$ cat config.mk
export PLATFORM = sky130hd
export DESIGN_NAME = adc_capture_buffer
export DESIGN_NICKNAME = d
export VERILOG_FILES = /design/src/rtl/adc_capture_buffer.sv
export SDC_FILE = /design/constraint.sdc
export NUM_CORES = 2
export LEC_CHECK = 0
export ABC_AREA = 1
export CAP_MARGIN = 5
export CORE_MARGIN = 2
export CORE_UTILIZATION = 40
export CTS_BUF_LIST = sky130_fd_sc_hd__clkbuf_4 sky130_fd_sc_hd__clkbuf_8
export CTS_CLUSTER_SIZE = 10
export DETAILED_ROUTE_END_ITERATION = 12
export GPL_ROUTABILITY_DRIVEN = 0
export GPL_TIMING_DRIVEN = 0
export PLACE_DENSITY = 0.65
export SLEW_MARGIN = 25
export SYNTH_ARGS = -nofsm -noshare
export SYNTH_HDL_FRONTEND = slang
export SYNTH_SLANG_ARGS = --single-unit
export TNS_END_PERCENT = 100
$ cat constraint.sdc
create_clock -name clk -period 23.8 [get_ports clk]
set_input_delay 3.57 -clock clk [delete_from_list [all_inputs] [get_ports clk]]
set_output_delay 3.57 -clock clk [all_outputs]
set_load 0.03 [all_outputs]
$ cat src/rtl/adc_capture_buffer.sv
// -----------------------------------------------------------------------------
// adc_capture_buffer
//   Triggered capture stage for one ADC channel. After arm, the block waits for
//   trigger, skips delay_len valid beats, then pushes capture_len valid beats
//   into a first-word-fall-through FIFO that drains over a valid/ready port.
//
// Ports
//   clk          system clock (single domain)
//   rst          synchronous reset, active-low
//   adc_data_in  ADC beat (DATA_W bits, 8x16-bit samples)
//   adc_valid_in beat qualifier, no backpressure
//   arm          pulse: latch delay_len/capture_len, enter ARMED (IDLE/DONE only)
//   trigger      level, sampled only while ARMED
//   flush        pulse: abort capture, empty FIFO, clear overflow
//   delay_len    valid beats to skip after the trigger beat
//   capture_len  valid beats to capture
//   out_data     FIFO head, zero while empty
//   out_valid    FIFO not empty
//   out_ready    consumer pop request
//   busy         ARMED, DELAY or CAPTURE
//   done         DONE
//   overflow     sticky: a capture beat was dropped because the FIFO was full
//   level        FIFO occupancy (0..DEPTH)
// -----------------------------------------------------------------------------
module adc_capture_buffer #(
    parameter int DATA_W = 128,
    parameter int DEPTH  = 16,
    parameter int CNT_W  = 16
) (
    input  logic                       clk,
    input  logic                       rst,
    input  logic [DATA_W-1:0]          adc_data_in,
    input  logic                       adc_valid_in,
    input  logic                       arm,
    input  logic                       trigger,
    input  logic                       flush,
    input  logic [CNT_W-1:0]           delay_len,
    input  logic [CNT_W-1:0]           capture_len,
    output logic [DATA_W-1:0]          out_data,
    output logic                       out_valid,
    input  logic                       out_ready,
    output logic                       busy,
    output logic                       done,
    output logic                       overflow,
    output logic [$clog2(DEPTH):0]     level
);

    localparam int AW = $clog2(DEPTH);
    localparam int LW = AW + 1;

    typedef enum logic [2:0] {
        ST_IDLE    = 3'd0,
        ST_ARMED   = 3'd1,
        ST_DELAY   = 3'd2,
        ST_CAPTURE = 3'd3,
        ST_DONE    = 3'd4
    } state_t;

    state_t             state;
    state_t             state_nxt;
    logic [CNT_W-1:0]   cnt;
    logic [CNT_W-1:0]   cnt_nxt;
    logic [CNT_W-1:0]   cnt_inc;
    logic [CNT_W-1:0]   delay_lat;
    logic [CNT_W-1:0]   len_lat;
    logic               latch;
    logic               push;

    logic [DATA_W-1:0]  mem [DEPTH];
    logic [AW-1:0]      wr_ptr;
    logic [AW-1:0]      rd_ptr;
    logic               full;
    logic               pop;
    logic               push_ok;

    assign cnt_inc = cnt + CNT_W'(1);

    // Next-state, beat counter and push-attempt decode.
    always_comb begin
        state_nxt = state;
        cnt_nxt   = cnt;
        latch     = 1'b0;
        push      = 1'b0;
        case (state)
            ST_IDLE, ST_DONE: begin
                if (arm) begin
                    latch     = 1'b1;
                    cnt_nxt   = '0;
                    state_nxt = ST_ARMED;
                end else begin
                    state_nxt = state;
                end
            end
            ST_ARMED: begin
                // The beat present in the trigger cycle is never counted or stored.
                if (trigger) begin
                    cnt_nxt = '0;
                    if (delay_lat != '0) begin
                        state_nxt = ST_DELAY;
                    end else if (len_lat != '0) begin
                        state_nxt = ST_CAPTURE;
                    end else begin
                        state_nxt = ST_DONE;
                    end
                end else begin
                    state_nxt = ST_ARMED;
                end
            end
            ST_DELAY: begin
                if (adc_valid_in) begin
                    if (cnt_inc == delay_lat) begin
                        cnt_nxt   = '0;
                        state_nxt = (len_lat != '0) ? ST_CAPTURE : ST_DONE;
                    end else begin
                        cnt_nxt = cnt_inc;
                    end
                end else begin
                    cnt_nxt = cnt;
                end
            end
            ST_CAPTURE: begin
                // Every valid beat counts, even if the FIFO rejects it, so the
                // capture window is fixed regardless of consumer behaviour.
                if (adc_valid_in) begin
                    push = 1'b1;
                    if (cnt_inc == len_lat) begin
                        cnt_nxt   = '0;
                        state_nxt = ST_DONE;
                    end else begin
                        cnt_nxt = cnt_inc;
                    end
                end else begin
                    cnt_nxt = cnt;
                end
            end
            default: begin
                state_nxt = ST_IDLE;
                cnt_nxt   = '0;
            end
        endcase
    end

    // State, counter and latched length registers; flush aborts to IDLE.
    always_ff @(posedge clk) begin
        if (!rst) begin
            state     <= ST_IDLE;
            cnt       <= '0;
            delay_lat <= '0;
            len_lat   <= '0;
        end else if (flush) begin
            state     <= ST_IDLE;
            cnt       <= '0;
        end else begin
            state <= state_nxt;
            cnt   <= cnt_nxt;
            if (latch) begin
                delay_lat <= delay_len;
                len_lat   <= capture_len;
            end
        end
    end

    assign full    = (level == LW'(DEPTH));
    assign pop     = out_valid & out_ready;
    // A full FIFO still accepts a push when the head leaves in the same cycle.
    assign push_ok = push & (~full | pop);

    // FIFO storage; written only when a push is accepted and no flush/reset.
    always_ff @(posedge clk) begin
        if (rst && !flush && push_ok) begin
            mem[wr_ptr] <= adc_data_in;
        end
    end

    // FIFO pointers, occupancy and sticky overflow.
    always_ff @(posedge clk) begin
        if (!rst) begin
            wr_ptr   <= '0;
            rd_ptr   <= '0;
            level    <= '0;
            overflow <= 1'b0;
        end else if (flush) begin
            wr_ptr   <= '0;
            rd_ptr   <= '0;
            level    <= '0;
            overflow <= 1'b0;
        end else begin
            if (push_ok) begin
                wr_ptr <= wr_ptr + AW'(1);
            end
            if (pop) begin
                rd_ptr <= rd_ptr + AW'(1);
            end
            case ({push_ok, pop})
                2'b10:   level <= level + LW'(1);
                2'b01:   level <= level - LW'(1);
                default: level <= level;
            endcase
            if (push && !push_ok) begin
                overflow <= 1'b1;
            end
        end
    end

    assign out_valid = (level != '0);
    assign out_data  = out_valid ? mem[rd_ptr] : '0;
    assign busy      = (state == ST_ARMED) || (state == ST_DELAY) || (state == ST_CAPTURE);
    assign done      = (state == ST_DONE);

endmodule

==> impl_metrics.tcl <==
set metrics [dict create \
    cts_max_level 5 \
    routed.top_layer "met5" \
    drive_gt1_frac 0.1115 \
    tritoncts "yes" \
    max_slew.worst_pin.slew_ps 1197 \
    grt_max_degree 22 \
    slew_violations 0 \
    cts_buffers 359 \
    hp-start "rd_ptr[3]" \
    cts.path.max_buffers 4 \
    synth.area.top_cells "edfxtp_1, o21ai_0, nor2_1, o221ai_1, clkbuf_1" \
    cts-root-buf "clkbuf_8" \
    met1_length_um 103600 \
    wl_met3_um 36710 \
    yosys_most_used_dff "edfxtp_1" \
    grt_antenna_before_repair 51 \
    yosysSeqAreaShare 0.7609 \
    final_cells 9835 \
    gr-total-overflow 0 \
    ys_async_sr_fraction 0 \
    drtIter0Drc 8834 \
    die_area_sq_um 210300 \
    worstPathMaxFanout 10 \
    dieWidth_um 458.5 \
    synth_cell_type_count 38 \
    slowest_delay_ps 860 \
    clock_sinks 2117 \
    grt_pass1_vias 56900 \
    drv_cap 0 \
    rows 166 \
    layout.nets 7061 \
    area_growth_pct 20.65 \
    cts_resized 0 \
    vias 59140 \
    fill_cells 17320 \
    io_pins 304 \
    syn_area_sq_um 82640 \
    path_class "flop to output pin" \
    drtPass1Iterations 7 \
    hp-class "flop to flop" \
    period_minus_slack_ps 9145 \
    path_cells "buf_2 -> buf_2 -> clkbuf_2 -> buf_16 -> clkbuf_1 -> nor2_1 -> o22ai_1 -> o211ai_1 -> a21oi_1 -> clkdlybuf4s50_1" \
    vias_per_cell 6.013 \
    cp.required_ps 20230 \
    synth_top_area_frac 0.7442 \
    critPathArrivalTime_ps 5580 \
    start_util 0.4031 \
    die_h_um 458.5 \
    setup_viol 0 \
    fin_worst_skew_ps 117.0 \
    critical_path_buf_inv_count 6 \
    timing.setup.tns_ps 0 \
    synth_edf_count 2048 \
    synth_nets 6242 \
    reg2reg_from "state[2]" \
    drt-total-wl_um 286400 \
    place_hpwl_um 195100 \
    avgRoutedWirePerCell_um 29.12 \
    post-route-period-util 0.3842 \
    rsz0062_at_grt "no" \
    end_kind "output pin" \
    ant_nets 0 \
    max_freq_mhz 109.3 \
    yosysMostFrequentCell "edfxtp_1" \
    core_sq_um 205000 \
    slew_headroom 0.2018 \
    drc 0 \
    cp_slowest_cell "a21oi_1" \
    synth_seq_cells 2117 \
    grt_pass1_wl_um 400700 \
    p_leak_nw 31.42 \
    port_buffers 303 \
    synthCells 6064 \
    cts.clk_slew.worst_paths_ps 60 \
    wl_met2_um 130600 \
    syn_area_per_cell_sq_um 13.63 \
    crit_path_start_kind "flop" \
    peakVddDrop_uv 68.90 \
    path_delay_family "buffers and inverters" \
    yosys-top-cells-count "edfxtp_1, nor2_1, o21ai_0" \
    powerDensity_nw_per_um2 73.81 \
    postCtsHoldBufs 0 \
    ys_warn_count 0 \
    dp.cells 9208 \
    insertion_delay_ps 1090 \
    synth_area_leader_cell "edfxtp_1" \
    grtUsageTotal 0.2642 \
    status "finished, final reports clean" \
    cts_setup_buffers 0 \
    worst_path_most_repeated_cell "buf_2" \
    hold_viol 0 \
]
==> final timing paths <==
check,endpoint,slack [ps],depth (start not counted)
max,out_data[90],14650,10
min,flop,490,2
max reg2reg,mem[10][65],20100,13
min reg2reg,flop,490,2
==> cell type report <==
| cell class | instances | area, sq um | share of cell area |
|---|---|---|---|
| repair buffers | 458 | 6850 | 0.06871 |
| multi-input cells | 3406 | 17810 | 0.1786 |
| well taps | 2688 | 3363 | 0.03373 |
| plain buffers | 454 | 1792 | 0.01797 |
| clock buffers | 474 | 5848 | 0.05865 |
| flip-flops and latches | 2117 | 62880 | 0.6307 |
| clock inverters | 127 | 773.2 | 0.007755 |
| inverters | 87 | 326.6 | 0.003275 |
| diodes | 24 | 60.06 | 0.0006024 |
==> layout by cell type, fill, tap and decap left out, types with 151 or more instances in the layout <==
| master | Yosys | routed |
|---|---|---|
| edfxtp_1 | 2048 | 2048 |
| nor2_1 | 1102 | 1086 |
| o21ai_0 | 1069 | 1069 |
| clkbuf_1 | 422 | 384 |
| o221ai_1 | 367 | 367 |
| clkbuf_8 | 0 | 366 |
| clkdlybuf4s50_1 | 0 | 303 |
| a21oi_1 | 179 | 179 |
| nand3_1 | 152 | 152 |
| nand2_1 | 151 | 151 |
==> report_power, final <==
part	leakage (nW)	total [mW]	switching [mW]	internal, mW
registers	19.0	4.09	0.00357	4.09
logic	8.95	0.152	0.106	0.0451
clock network	3.51	3.11	1.44	1.67
==> worst reg2reg max path: stages, from the launching register on <==
cell	delay, ps
dfxtp_1	320
inv_1	110
nand2_1	90
nor2_1	240
inv_1	100
nor2_1	280
nand2_1	210
nor2_1	210
nand2_1	280
nor2_4	630
buf_12	280
buf_12	230
buf_12	230
buf_12	210
==> metrics by stage <==
stage / util / hold WS [ps] / instance area (sq um) / worst slack, ps / power (mW)
after floorplan: - / 436.3 / 82640 / 13700 / 4.213
after global placement: 0.4343 / 464.4 / 89040 / 6328 / 4.312
after detailed placement: 0.4536 / 483.9 / 93000 / 15830 / 4.318
after CTS: 0.4859 / 493.1 / 99620 / 14740 / 7.371
after global routing: 0.4863 / 508.2 / 99690 / 14670 / 7.541
final: 0.4864 / 487.7 / 99700 / 14650 / 7.359
==> per-layer routing <==
layer	up-vias	global-route usage
met1	29170	0.3355
met5	-	0
met3	781	0.07615
li1	24900	-
met2	4250	0.4099
met4	40	0.1411
==> state kept, by name, summed over array words and instances (netlist names), named ones only <==
signal	flops
cnt	16
delay_lat	16
len_lat	16
level	5
mem	2048
overflow	1
rd_ptr	4
state	3
wr_ptr	4
==> logic make-up (layout without fill, tap and decap cells) <==
logic type,after synthesis,count (layout),synth area share
buffers and inverters,541,1600,0.02506
XOR/XNOR,6,6,0.0006359
AND/OR/NAND/NOR,1463,1463,0.07102
adder cells (fa/ha/maj),11,11,0.001756
flip-flops,2117,2117,0.7609
other,0,24,0
AO/OA/AOI/OAI,1926,1926,0.1407
Note: power is estimated with default switching activity, not from simulation.
